<file path="config.mk">
export PLATFORM = sky130hd
export DESIGN_NAME = ir_sweep_seq
export DESIGN_NICKNAME = d
export VERILOG_FILES = /design/src/rtl/ir_seq_pkg.sv /design/src/rtl/seq_timer.sv /design/src/rtl/ir_sweep_seq.sv
export SDC_FILE = /design/constraint.sdc
export NUM_CORES = 1
export LEC_CHECK = 0
export ABC_AREA = 1
export BUFFER_PORTS_ARGS = -buffer_cell sky130_fd_sc_hd__buf_2
export CAP_MARGIN = 20
export CELL_PAD_IN_SITES_DETAIL_PLACEMENT = 0
export CELL_PAD_IN_SITES_GLOBAL_PLACEMENT = 1
export CORE_ASPECT_RATIO = 1.4
export CORE_MARGIN = 2
export CORE_UTILIZATION = 40
export CTS_BUF_LIST = sky130_fd_sc_hd__clkbuf_4
export CTS_CLUSTER_SIZE = 8
export DETAILED_ROUTE_END_ITERATION = 16
export GPL_TIMING_DRIVEN = 0
export HOLD_SLACK_MARGIN = 0.15
export MAX_ROUTING_LAYER = met4
export PLACE_DENSITY_LB_ADDON = 0.2
export SLEW_MARGIN = 20
export SYNTH_ARGS = -nofsm -noshare
export SYNTH_HDL_FRONTEND = slang
export SYNTH_HIERARCHICAL = 1
export SYNTH_SLANG_ARGS = --single-unit
</file>
<file path="constraint.sdc">
create_clock -name clk -period 3.09 [get_ports clk]
set_input_delay 0.618 -clock clk [delete_from_list [all_inputs] [get_ports clk]]
set_output_delay 0.618 -clock clk [all_outputs]
set_load 0.02 [all_outputs]
</file>
<file path="src/rtl/ir_seq_pkg.sv">
// Shared types and constants for the IR line-sensor sweep sequencer.
// Channel weights are powers of two, so each term is a shift plus an optional negate.
package ir_seq_pkg;

    localparam int NUM_CH = 8;
    localparam int CH_W   = 3;
    localparam int RES_W  = 12;
    localparam int ERR_W  = 17;

    typedef enum logic [2:0] {
        S_IDLE,
        S_SETTLE,
        S_START,
        S_WAIT,
        S_ACCUM,
        S_DONE
    } state_t;

    // Shift amount per channel, ch7 in the top bits: |weight| = 8,4,2,1,1,2,4,8 for ch0..ch7.
    localparam logic [2*NUM_CH-1:0] CH_SHIFT = {2'd3, 2'd2, 2'd1, 2'd0, 2'd0, 2'd1, 2'd2, 2'd3};

    function automatic logic signed [ERR_W-1:0] ch_term(input logic [CH_W-1:0] ch,
                                                         input logic [RES_W-1:0] val);
        logic [ERR_W-1:0] mag;
        mag = {{(ERR_W-RES_W){1'b0}}, val} << CH_SHIFT[2*ch +: 2];
        // Lower half of the array (ch0..ch3) carries negative weight.
        return ch[CH_W-1] ? $signed(mag) : -$signed(mag);
    endfunction

endpackage

</file>
<file path="src/rtl/seq_timer.sv">
// Loadable down-counter shared by the settle delay and the conversion timeout.
// Load takes effect next cycle; counter holds at zero, where expired_o is high.
module seq_timer #(
    parameter int W = 13
) (
    input  logic         clk,
    input  logic         rst_n,
    input  logic         load_i,
    input  logic [W-1:0] load_val_i,
    output logic [W-1:0] cnt_o,
    output logic         expired_o
);

    logic [W-1:0] cnt_q;

    always_ff @(posedge clk or negedge rst_n) begin
        if (!rst_n) begin
            cnt_q <= '0;
        end else if (load_i) begin
            cnt_q <= load_val_i;
        end else if (cnt_q != '0) begin
            cnt_q <= cnt_q - 1'b1;
        end
    end

    assign cnt_o     = cnt_q;
    assign expired_o = (cnt_q == '0);

endmodule

</file>
<file path="src/rtl/ir_sweep_seq.sv">
// Runs one 8-channel IR sweep per strt_sweep: settle, convert each channel, accumulate weighted error.
// strt_sweep is dropped while busy; each conversion waits on cnv_cmplt up to TMO_CYC cycles before faulting.
module ir_sweep_seq
    import ir_seq_pkg::*;
#(
    parameter int SETTLE_CYC = 4096,
    parameter int TMO_CYC    = 1023
) (
    input  logic                    clk,
    input  logic                    rst_n,
    input  logic                    strt_sweep,
    input  logic                    cnv_cmplt,
    input  logic [RES_W-1:0]        res,
    output logic                    strt_cnv,
    output logic [CH_W-1:0]         chnnl,
    output logic                    IR_en,
    output logic                    busy,
    output logic signed [ERR_W-1:0] error,
    output logic                    err_vld,
    output logic                    fault
);

    localparam int TMR_MAX = (SETTLE_CYC > TMO_CYC) ? SETTLE_CYC : TMO_CYC;
    localparam int TMR_W   = $clog2(TMR_MAX + 1);
    localparam logic [TMR_W-1:0] SETTLE_LD = TMR_W'(SETTLE_CYC - 1);
    localparam logic [TMR_W-1:0] TMO_LD    = TMR_W'(TMO_CYC - 1);

    state_t                    state_q, state_d;
    logic [CH_W-1:0]           idx_q, idx_d;
    logic signed [ERR_W-1:0]   acc_q, acc_d;
    logic signed [ERR_W-1:0]   error_q;
    logic                      fault_q, fault_d;
    logic                      strt_cnv_q, ir_en_q, busy_q, err_vld_q;
    logic                      run_d;
    logic                      tmr_load;
    logic [TMR_W-1:0]          tmr_val;
    logic [TMR_W-1:0]          tmr_cnt;
    logic                      tmr_expired;
    logic                      wait_first;

    seq_timer #(.W(TMR_W)) u_timer (
        .clk        (clk),
        .rst_n      (rst_n),
        .load_i     (tmr_load),
        .load_val_i (tmr_val),
        .cnt_o      (tmr_cnt),
        .expired_o  (tmr_expired)
    );

    // The timer still holds its load value on the first WAIT cycle, when the A2D flag may be stale.
    assign wait_first = (tmr_cnt == TMO_LD);

    always_ff @(posedge clk or negedge rst_n) begin
        if (!rst_n) begin
            state_q <= S_IDLE;
        end else begin
            state_q <= state_d;
        end
    end

    always_comb begin
        state_d  = state_q;
        idx_d    = idx_q;
        acc_d    = acc_q;
        fault_d  = fault_q;
        tmr_load = 1'b0;
        tmr_val  = '0;
        unique case (state_q)
            S_IDLE: begin
                if (strt_sweep) begin
                    state_d  = S_SETTLE;
                    idx_d    = '0;
                    acc_d    = '0;
                    fault_d  = 1'b0;
                    tmr_load = 1'b1;
                    tmr_val  = SETTLE_LD;
                end
            end
            S_SETTLE: begin
                if (tmr_expired) state_d = S_START;
            end
            S_START: begin
                state_d  = S_WAIT;
                tmr_load = 1'b1;
                tmr_val  = TMO_LD;
            end
            S_WAIT: begin
                if (cnv_cmplt && !wait_first) begin
                    state_d = S_ACCUM;
                end else if (tmr_expired) begin
                    state_d = S_IDLE;
                    fault_d = 1'b1;
                end
            end
            S_ACCUM: begin
                acc_d = acc_q + ch_term(idx_q, res);
                if (idx_q == CH_W'(NUM_CH - 1)) begin
                    state_d = S_DONE;
                end else begin
                    idx_d   = idx_q + 1'b1;
                    state_d = S_START;
                end
            end
            S_DONE: begin
                state_d = S_IDLE;
            end
            default: begin
                state_d = S_IDLE;
            end
        endcase
        run_d = (state_d == S_SETTLE) || (state_d == S_START) ||
                (state_d == S_WAIT)   || (state_d == S_ACCUM);
    end

    always_ff @(posedge clk or negedge rst_n) begin
        if (!rst_n) begin
            idx_q      <= '0;
            acc_q      <= '0;
            error_q    <= '0;
            fault_q    <= 1'b0;
            strt_cnv_q <= 1'b0;
            ir_en_q    <= 1'b0;
            busy_q     <= 1'b0;
            err_vld_q  <= 1'b0;
        end else begin
            idx_q      <= idx_d;
            acc_q      <= acc_d;
            fault_q    <= fault_d;
            strt_cnv_q <= (state_d == S_START);
            ir_en_q    <= run_d;
            busy_q     <= run_d;
            err_vld_q  <= (state_q == S_DONE);
            if (state_q == S_DONE) error_q <= acc_q;
        end
    end

    assign strt_cnv = strt_cnv_q;
    assign chnnl    = idx_q;
    assign IR_en    = ir_en_q;
    assign busy     = busy_q;
    assign error    = error_q;
    assign err_vld  = err_vld_q;
    assign fault    = fault_q;

endmodule

</file>
==> results of run 1 <==
-- registers in the layout (all words and copies together), names as in the netlist --
name,cells
busy,1
error,17
strt_cnv,1
state_q,3
acc_q,17
fault,1
err_vld,1
u_timer/cnt_o,13
chnnl,3
-- cell usage after synthesis (3+ instances only) --
master / n
a21oi_1: 26
buf_4: 3
ha_1: 23
xnor2_1: 3
o22ai_1: 7
nand4_1: 7
nor3_1: 11
nand2_1: 161
o21ai_0: 41
nand3_1: 66
o21bai_1: 3
xor2_1: 15
inv_1: 76
nor2_1: 37
buf_2: 4
inv_2: 3
clkbuf_1: 7
nand3b_1: 5
dfrtp_1: 57
o21ai_1: 5
nand2_2: 9
nor2_2: 8
-- logic make-up (layout without fill, tap and decap cells) --
family                     after synthesis  in the layout  share of synthesized area
AOI/OAI and AO/OA                       90             90                      0.118
buffers and inverters                   95            189                     0.0932
other                                    1              2                   0.000901
DFF                                     57             57                      0.343
xor gates and xnor gates                18             18                     0.0379
adders and majority gates               24             24                     0.0740
and+or+nand+nor                        313            313                      0.333
-- worst max-delay path, cell delays in order, from the launching register on --
cell and delay (ps):
dfrtp_2 440, inv_2 80, ha_4 170, buf_4 130, o21ai_2 150, nand3_1 130
nand3_2 110, and2_4 150, nand3_2 90, nor2_4 150, nor2_4 50, xor2_1 150
inv_1 90, ha_4 280, inv_1 60, o21bai_2 170, a21oi_4 50, o21ai_2 190
nand2_2 110, o21ai_4 190, nand2_2 90, a21oi_2 140, o21ai_1 80
-- cell type report --
class                   count  area [um^2]
well taps                 138          173
diodes                      1         2.50
inverters                  79          299
plain buffers              16          101
clock inverters             4         43.8
clock buffers              12         90.1
flip-flops and latches     57         1430
fillers                  1037         4780
repair buffers             78          495
multi-input cells         446         2820
-- cells in the final DEF, fill, tap and decap left out, types with 3 or more instances in the layout --
cell and instances:
a21oi_1 16, a21oi_2 9, buf_2 42, buf_4 39
buf_6 6, clkbuf_1 7, clkbuf_4 12, dfrtp_1 54
dfrtp_2 3, ha_1 13, ha_4 10, inv_1 69
inv_2 9, nand2_1 143, nand2_2 24, nand2_4 3
nand3_1 52, nand3_2 11, nand3_4 3, nand3b_1 5
nand4_1 7, nor2_1 26, nor2_2 12, nor2_4 9
nor3_1 9, nor3_2 3, o21ai_0 34, o21ai_1 6
o21ai_2 7, o22ai_1 6, xnor2_1 3, xor2_1 15
-- how the worst min path moves through the flow --
stage	slack [ps]	from	end	cells after the start
after floorplan	320	rst_n	acc_q[0]$_DFFE_PN0P_	0
after global placement	450	error[14]$_DFFE_PN0P_	error[14]$_DFFE_PN0P_	2
after detailed placement	460	error[15]$_DFFE_PN0P_	error[15]$_DFFE_PN0P_	2
after CTS	260	rst_n	u_timer/cnt_o[2]$_DFFE_PN0P_	1
after global routing	300	rst_n	busy$_DFF_PN0_	1
final	260	rst_n	fault$_DFFE_PN0P_	1
-- stage by stage --
step / total power [mW] / instances / hold WS [ps]
after floorplan: 1.65 / 598 / 322
after global placement: 1.88 / 776 / 452
after detailed placement: 1.89 / 776 / 455
after CTS: 2.50 / 815 / 265
after global routing: 2.71 / 831 / 298
final: 2.52 / 831 / 262
-- power breakdown --
group / internal, mW / leakage, nW / switching, mW
clock network: 0.270 / 0.0787 / 0.283
registers: 0.847 / 0.767 / 0.129
logic: 0.358 / 1.92 / 0.638
total: 1.47 / 2.77 / 1.05
-- routing by layer --
layer	vias up	routed length (um)	part of all wire
met5	-	0	0
met4	0	417	0.037
met3	32	284	0.025
met2	76	5990	0.53
met1	1967	4540	0.40
li1	2131	-	-
-- repair_timing --
action                     4_1_cts  5_1_grt
gates resized for setup         56       40
buffers inserted                23       15
setup endpoints to repair       11       12
pin swaps                       42       43
==> metrics.md, run 1 <==
| Metric | Value |
|---|---|
| Synth Instances | `about 600` |
| CP Capture Point | `acc_q[14]$_DFFE_PN0P_` |
| Placed instance area | `between 4000 and 5000 um^2` |
| I/O pins | `41` |
| Setup violations, final | `10` |
| Crit path DAT | `3660 ps` |
| Fin worst setup slack | `-273 ps` |
| Syn avg cell area | `just under 7 um^2` |
| Initial DRC Count | `161` |
| Reg2reg start | `chnnl[1]$_DFFE_PN0P_` |
| Reg-to-reg setup timing slack | `-270 ps` |
| Post-synth top area cell | `dfrtp_1` |
| Worst r2r dst | `acc_q[14]$_DFFE_PN0P_` |
| IR Drop Worst-Case VDD | `about 180 uV` |
| Top_reg_cell synth | `dfrtp_1` |
| Post-route cell area | `5460 um^2` |
| Hold Vio Cnt, Final | `0` |
| Layout cells sized above 1 | `0.314` |
| RSZ-0062 raised after global routing | `true` |
| Post-Route WL | `11.2 mm` |
| Synth Warn # | `6` |
| Largest net degree at the start of global routing | `58` |
| Cell Area, Synth | `4160 um^2` |
| Area of the die | `11200 um^2` |
| Fin util | `0.533` |
| Pleak | `2.77 nW` |
| Clock buffer depth | `2` |
| GPL Wtd Cong | `0.877` |
| Initial Util | `0.406` |
| Crit path launch | `chnnl[1]$_DFFE_PN0P_` |
| Slew Viols, Final | `0` |
| Vias in the first global route | `4127` |
| Met3 Use GR | `0.0345` |
| Clock Sinks | `57` |
| Via count | `4206` |
| Cts-stage hold buffer count | `0` |
| Global-route met1 utilization | `0.210` |
| Required time of the critical path | `3380 ps` |
| Max-Cap Viols | `0` |
| Max Fanout on Critical Path | `4` |
| Slew HR | `0.506` |
| Layout Skew | `roughly 7.3 ps` |
| PwrDens | `463 nW/um^2` |
| GRT Util Overall | `0.205` |
| Worst Max-Slew Pin Slew | `about 740 ps` |
| Syn nets | `638` |
| Worst reg-to-reg path cell count | `22` |
| Failing checks | `setup timing` |
| EDFF count, synth | `0` |
| Die width | `about 90 um` |
| Setup slack at placement | `-564 ps` |
| Max Freq | `297 MHz` |
| Top post-synthesis cells by area | `dfrtp_1 (34%), nand2_1 (15%), nand3_1 (7.9%), ha_1 (6.9%), inv_1 (6.9%)` |
| Crit share post-route | `1.09` |
| ANT nets after route | `0` |
| H-tree depth | `3` |
| HPWL Detailed | `around 8.3 mm` |
| Clock Tree Root | `clkbuf_4` |
| DRC | `0` |
| CTS tree | `done` |
| Clock Pin Slew Worst Setup and Hold Paths | `100 ps` |
| GRT met2 Usage | `0.374` |
| Yosys top cell area share | `0.343` |
| TritonCTS Buffers | `9` |
| Run status | `complete, but fails checks` |
| First-pass GRT wire length | `18.3 mm` |
| Grt total ovfl | `0` |
| Post-layout min period | `3360 ps` |
| CP endpoint kind | `register` |
| Antenna violations before repair | `1` |
| P&R area growth vs syn | `31.1%` |
| Core Box Area | `10200 um^2` |
| Seq/Total Area, Yosys | `0.343` |
| Element type at the critical path start | `register` |
| Clk_lat worst skew | `400 ps` |
| Crit path kind | `register to register` |
| Type of the tightest min-delay check | `input port to async pin` |
| Num rows | `44` |
| Chip height | `125 um` |
| Synthesized flop and latch total | `57` |
| Wire per inst | `13.5 um` |
| Async S/R FF share, synth | `1.00` |
| First drt pass iteration count | `4` |
| Total negative slack | `-1760 ps` |
| Vias per cell | `5.06` |
| GRT busiest layer | `met2` |
| Final nets | `~730` |
| Synth unique cells | `36` |
| I/O Buffers | `40` |
Power figures use the tool's default switching activity.
==> run 2, diff against run 1 <==
--- a/config.mk
+++ b/config.mk
@@ -19,7 +19,7 @@
 export GPL_TIMING_DRIVEN = 0
 export HOLD_SLACK_MARGIN = 0.15
 export MAX_ROUTING_LAYER = met4
-export PLACE_DENSITY_LB_ADDON = 0.2
+export PLACE_DENSITY_LB_ADDON = 0.1
 export SLEW_MARGIN = 20
 export SYNTH_ARGS = -nofsm -noshare
 export SYNTH_HDL_FRONTEND = slang
==> run 2 against run 1 <==
The run still ends with setup timing left. First-iteration DRC count shrank 11%. Power shrank 3.8%. Combinational power hardly changed. Design area about the same. Sequential share of layout area hardly changed. Critical endpoint is now acc_q[13]$_DFFE_PN0P_. Largest power group unchanged. Highest routed layer unchanged.
==> metrics.md, run 2 (synthesis results as in run 1) <==
| Metric | Value |
|---|---|
| Vias in the first global route | `4104` |
| CTS tree | `done` |
| Core Box Area | `10200 um^2` |
| Run status | `complete, but fails checks` |
| Antenna violations before repair | `1` |
| Crit-path most repeated cell | `nand2_1` |
| Post-layout min period | `3340 ps` |
| Fin worst setup slack | `-252 ps` |
| ANT nets after route | `0` |
| Delay-heaviest family, CP | `simple AND/OR/NAND/NOR gates` |
| Required time of the critical path | `roughly 3400 ps` |
| Crit path buf inv count | `3` |
| Met3 Use GR | `0.0272` |
| GRT busiest layer | `met2` |
| Placed instance area | `4640 um^2` |
| GRT met2 Usage | `0.391` |
| I/O pins | `41` |
| Clk_lat worst skew | `410 ps` |
| Post-route cell area | `5450 um^2` |
| Max Fanout on Critical Path | `10` |
| Clock Pin Slew Worst Setup and Hold Paths | `100 ps` |
| Slowest CP cell | `dfrtp_2` |
| TritonCTS Buffers | `9` |
| PwrDens | `445 nW/um^2` |
| Largest net degree at the start of global routing | `a little under 60` |
| Reg-to-reg setup timing slack | `-250 ps` |
| Grt total ovfl | `0` |
| Type of the tightest min-delay check | `input port to async pin` |
| Fin util | `0.533` |
| Clock Tree Root | `clkbuf_4` |
| Vias per cell | `~5.0` |
| Worst r2r dst | `acc_q[13]$_DFFE_PN0P_` |
| Hold Vio Cnt, Final | `0` |
| Failing checks | `setup timing` |
| Crit path DAT | `3640 ps` |
| Layout cells sized above 1 | `0.313` |
| Crit share post-route | `1.08` |
| Pleak | `around 2.8 nW` |
| Post-Route WL | `11.2 mm` |
| CP endpoint kind | `register` |
| Initial DRC Count | `143` |
| Crit path kind | `register to register` |
| Worst reg-to-reg path cell count | `23` |
| Wire per inst | `13.4 um` |
| Die width | `90.2 um` |
| P&R area growth vs syn | `31.1%` |
| Element type at the critical path start | `register` |
| Slew HR | `0.465` |
| Initial Util | `0.406` |
| H-tree depth | `3` |
| Max Freq | `299 MHz` |
| First drt pass iteration count | `4` |
| Via count | `4157` |
| Worst Max-Slew Pin Slew | `about 800 ps` |
| WHS | `259 ps` |
| Clock Sinks | `57` |
| CP peak stage delay | `450 ps` |
| Final nets | `729` |
| Layout Skew | `about 17 ps` |
| Chip height | `around 120 um` |
| First-pass GRT wire length | `18.6 mm` |
| RSZ-0062 raised after global routing | `true` |
| Total negative slack | `-1450 ps` |
| Setup violations, final | `8` |
| Worst-path cell chain | `buf_4, buf_4, nand2_1, nand2_2, buf_6, nand3_4, ha_4, nand3_4, nor2_4, nor2_2, xor2_1, ha_1, nand2_1, nor2_2, nor2_2, o21ai_2, nand2_2, o21bai_4, nand2_1, nand2_1, nand2_1, nand3_1, nand2_1` |
| IR Drop Worst-Case VDD | `150 uV` |
| Clock buffer depth | `2` |
| I/O Buffers | `40` |
| Area of the die | `11200 um^2` |
| HPWL Detailed | `8.24 mm` |
| Slew Viols, Final | `0` |
| GPL Wtd Cong | `0.845` |
| Global-route met1 utilization | `0.221` |
| Reg2reg start | `chnnl[1]$_DFFE_PN0P_` |
| Power, Total | `2.43 mW` |
| Commonest non-fill, non-tap cell in the layout | `nand2_1` |
| GRT Util Overall | `0.208` |
| DRC | `0` |
| Cts-stage hold buffer count | `0` |
| Max-Cap Viols | `0` |
| Most frequent cells in the layout | `nand2_1 (140), inv_1 (69), dfrtp_1 (55)` |
| Num rows | `44` |
-- run 2: timing repair --
| item | 4_1_cts | 5_1_grt |
|---|---|---|
| setup endpoints to repair | 10 | 12 |
| pin swaps | 44 | 42 |
| resized for setup | 56 | 49 |
| setup buffers | 28 | 13 |
-- run 2: area by class of cell --
class | count | area, um^2
Timing Repair Buffer | 80 | 510
Sequential cell | 57 | 1430
Clock buffer | 11 | 82.6
Antenna cell | 1 | 2.50
Fill cell | 1048 | 4790
Buffer | 16 | 110
Tap cell | 138 | 173
Inverter | 79 | 299
Clock inverter | 5 | 22.5
Multi-Input combinational cell | 446 | 2830
-- run 2: layer usage --
| metal | vias to the layer above | routed length [um] |
|---|---|---|
| met1 | 1952 | 4500 |
| met3 | 17 | 224 |
| met4 | 0 | 213 |
| met2 | 51 | 6220 |
| met5 | - | 0 |
| li1 | 2137 | - |
-- run 2: worst register-to-register path, stage by stage (launching register included) --
cell,delay [ps]
dfrtp_2,450
buf_4,150
buf_4,130
nand2_1,70
nand2_2,80
buf_6,160
nand3_4,100
ha_4,170
nand3_4,80
nor2_4,130
nor2_2,60
xor2_1,170
ha_1,370
nand2_1,90
nor2_2,130
nor2_2,70
o21ai_2,190
nand2_2,110
o21bai_4,210
nand2_1,90
nand2_1,70
nand2_1,50
nand3_1,60
nand2_1,60
-- run 2: metrics by stage --
stage	std cells	worst slack, ps
5_1_grt	833	-460
4_1_cts	820	-212
3_5_place_dp	776	-581
3_3_place_gp	776	-542
2_1_floorplan	598	-94.2
6_report	833	-252
-- run 2: power breakdown --
part | internal [mW] | switching [mW]
clock network | 0.174 | 0.281
logic | 0.361 | 0.638
registers | 0.848 | 0.127
total | 1.38 | 1.05
-- run 2: worst max path at each step --
stage	startpoint	to	slack, ps	cells after the start
after detailed placement	chnnl[1]$_DFFE_PN0P_	acc_q[15]$_DFFE_PN0P_	-580	24
after CTS	chnnl[1]$_DFFE_PN0P_	acc_q[15]$_DFFE_PN0P_	-210	24
after floorplan	chnnl[0]$_DFFE_PN0P_	acc_q[14]$_DFFE_PN0P_	-90	23
after global placement	chnnl[0]$_DFFE_PN0P_	acc_q[15]$_DFFE_PN0P_	-540	24
after global routing	chnnl[2]$_DFFE_PN0P_	acc_q[16]$_DFFE_PN0P_	-460	24
final	chnnl[1]$_DFFE_PN0P_	acc_q[13]$_DFFE_PN0P_	-250	23
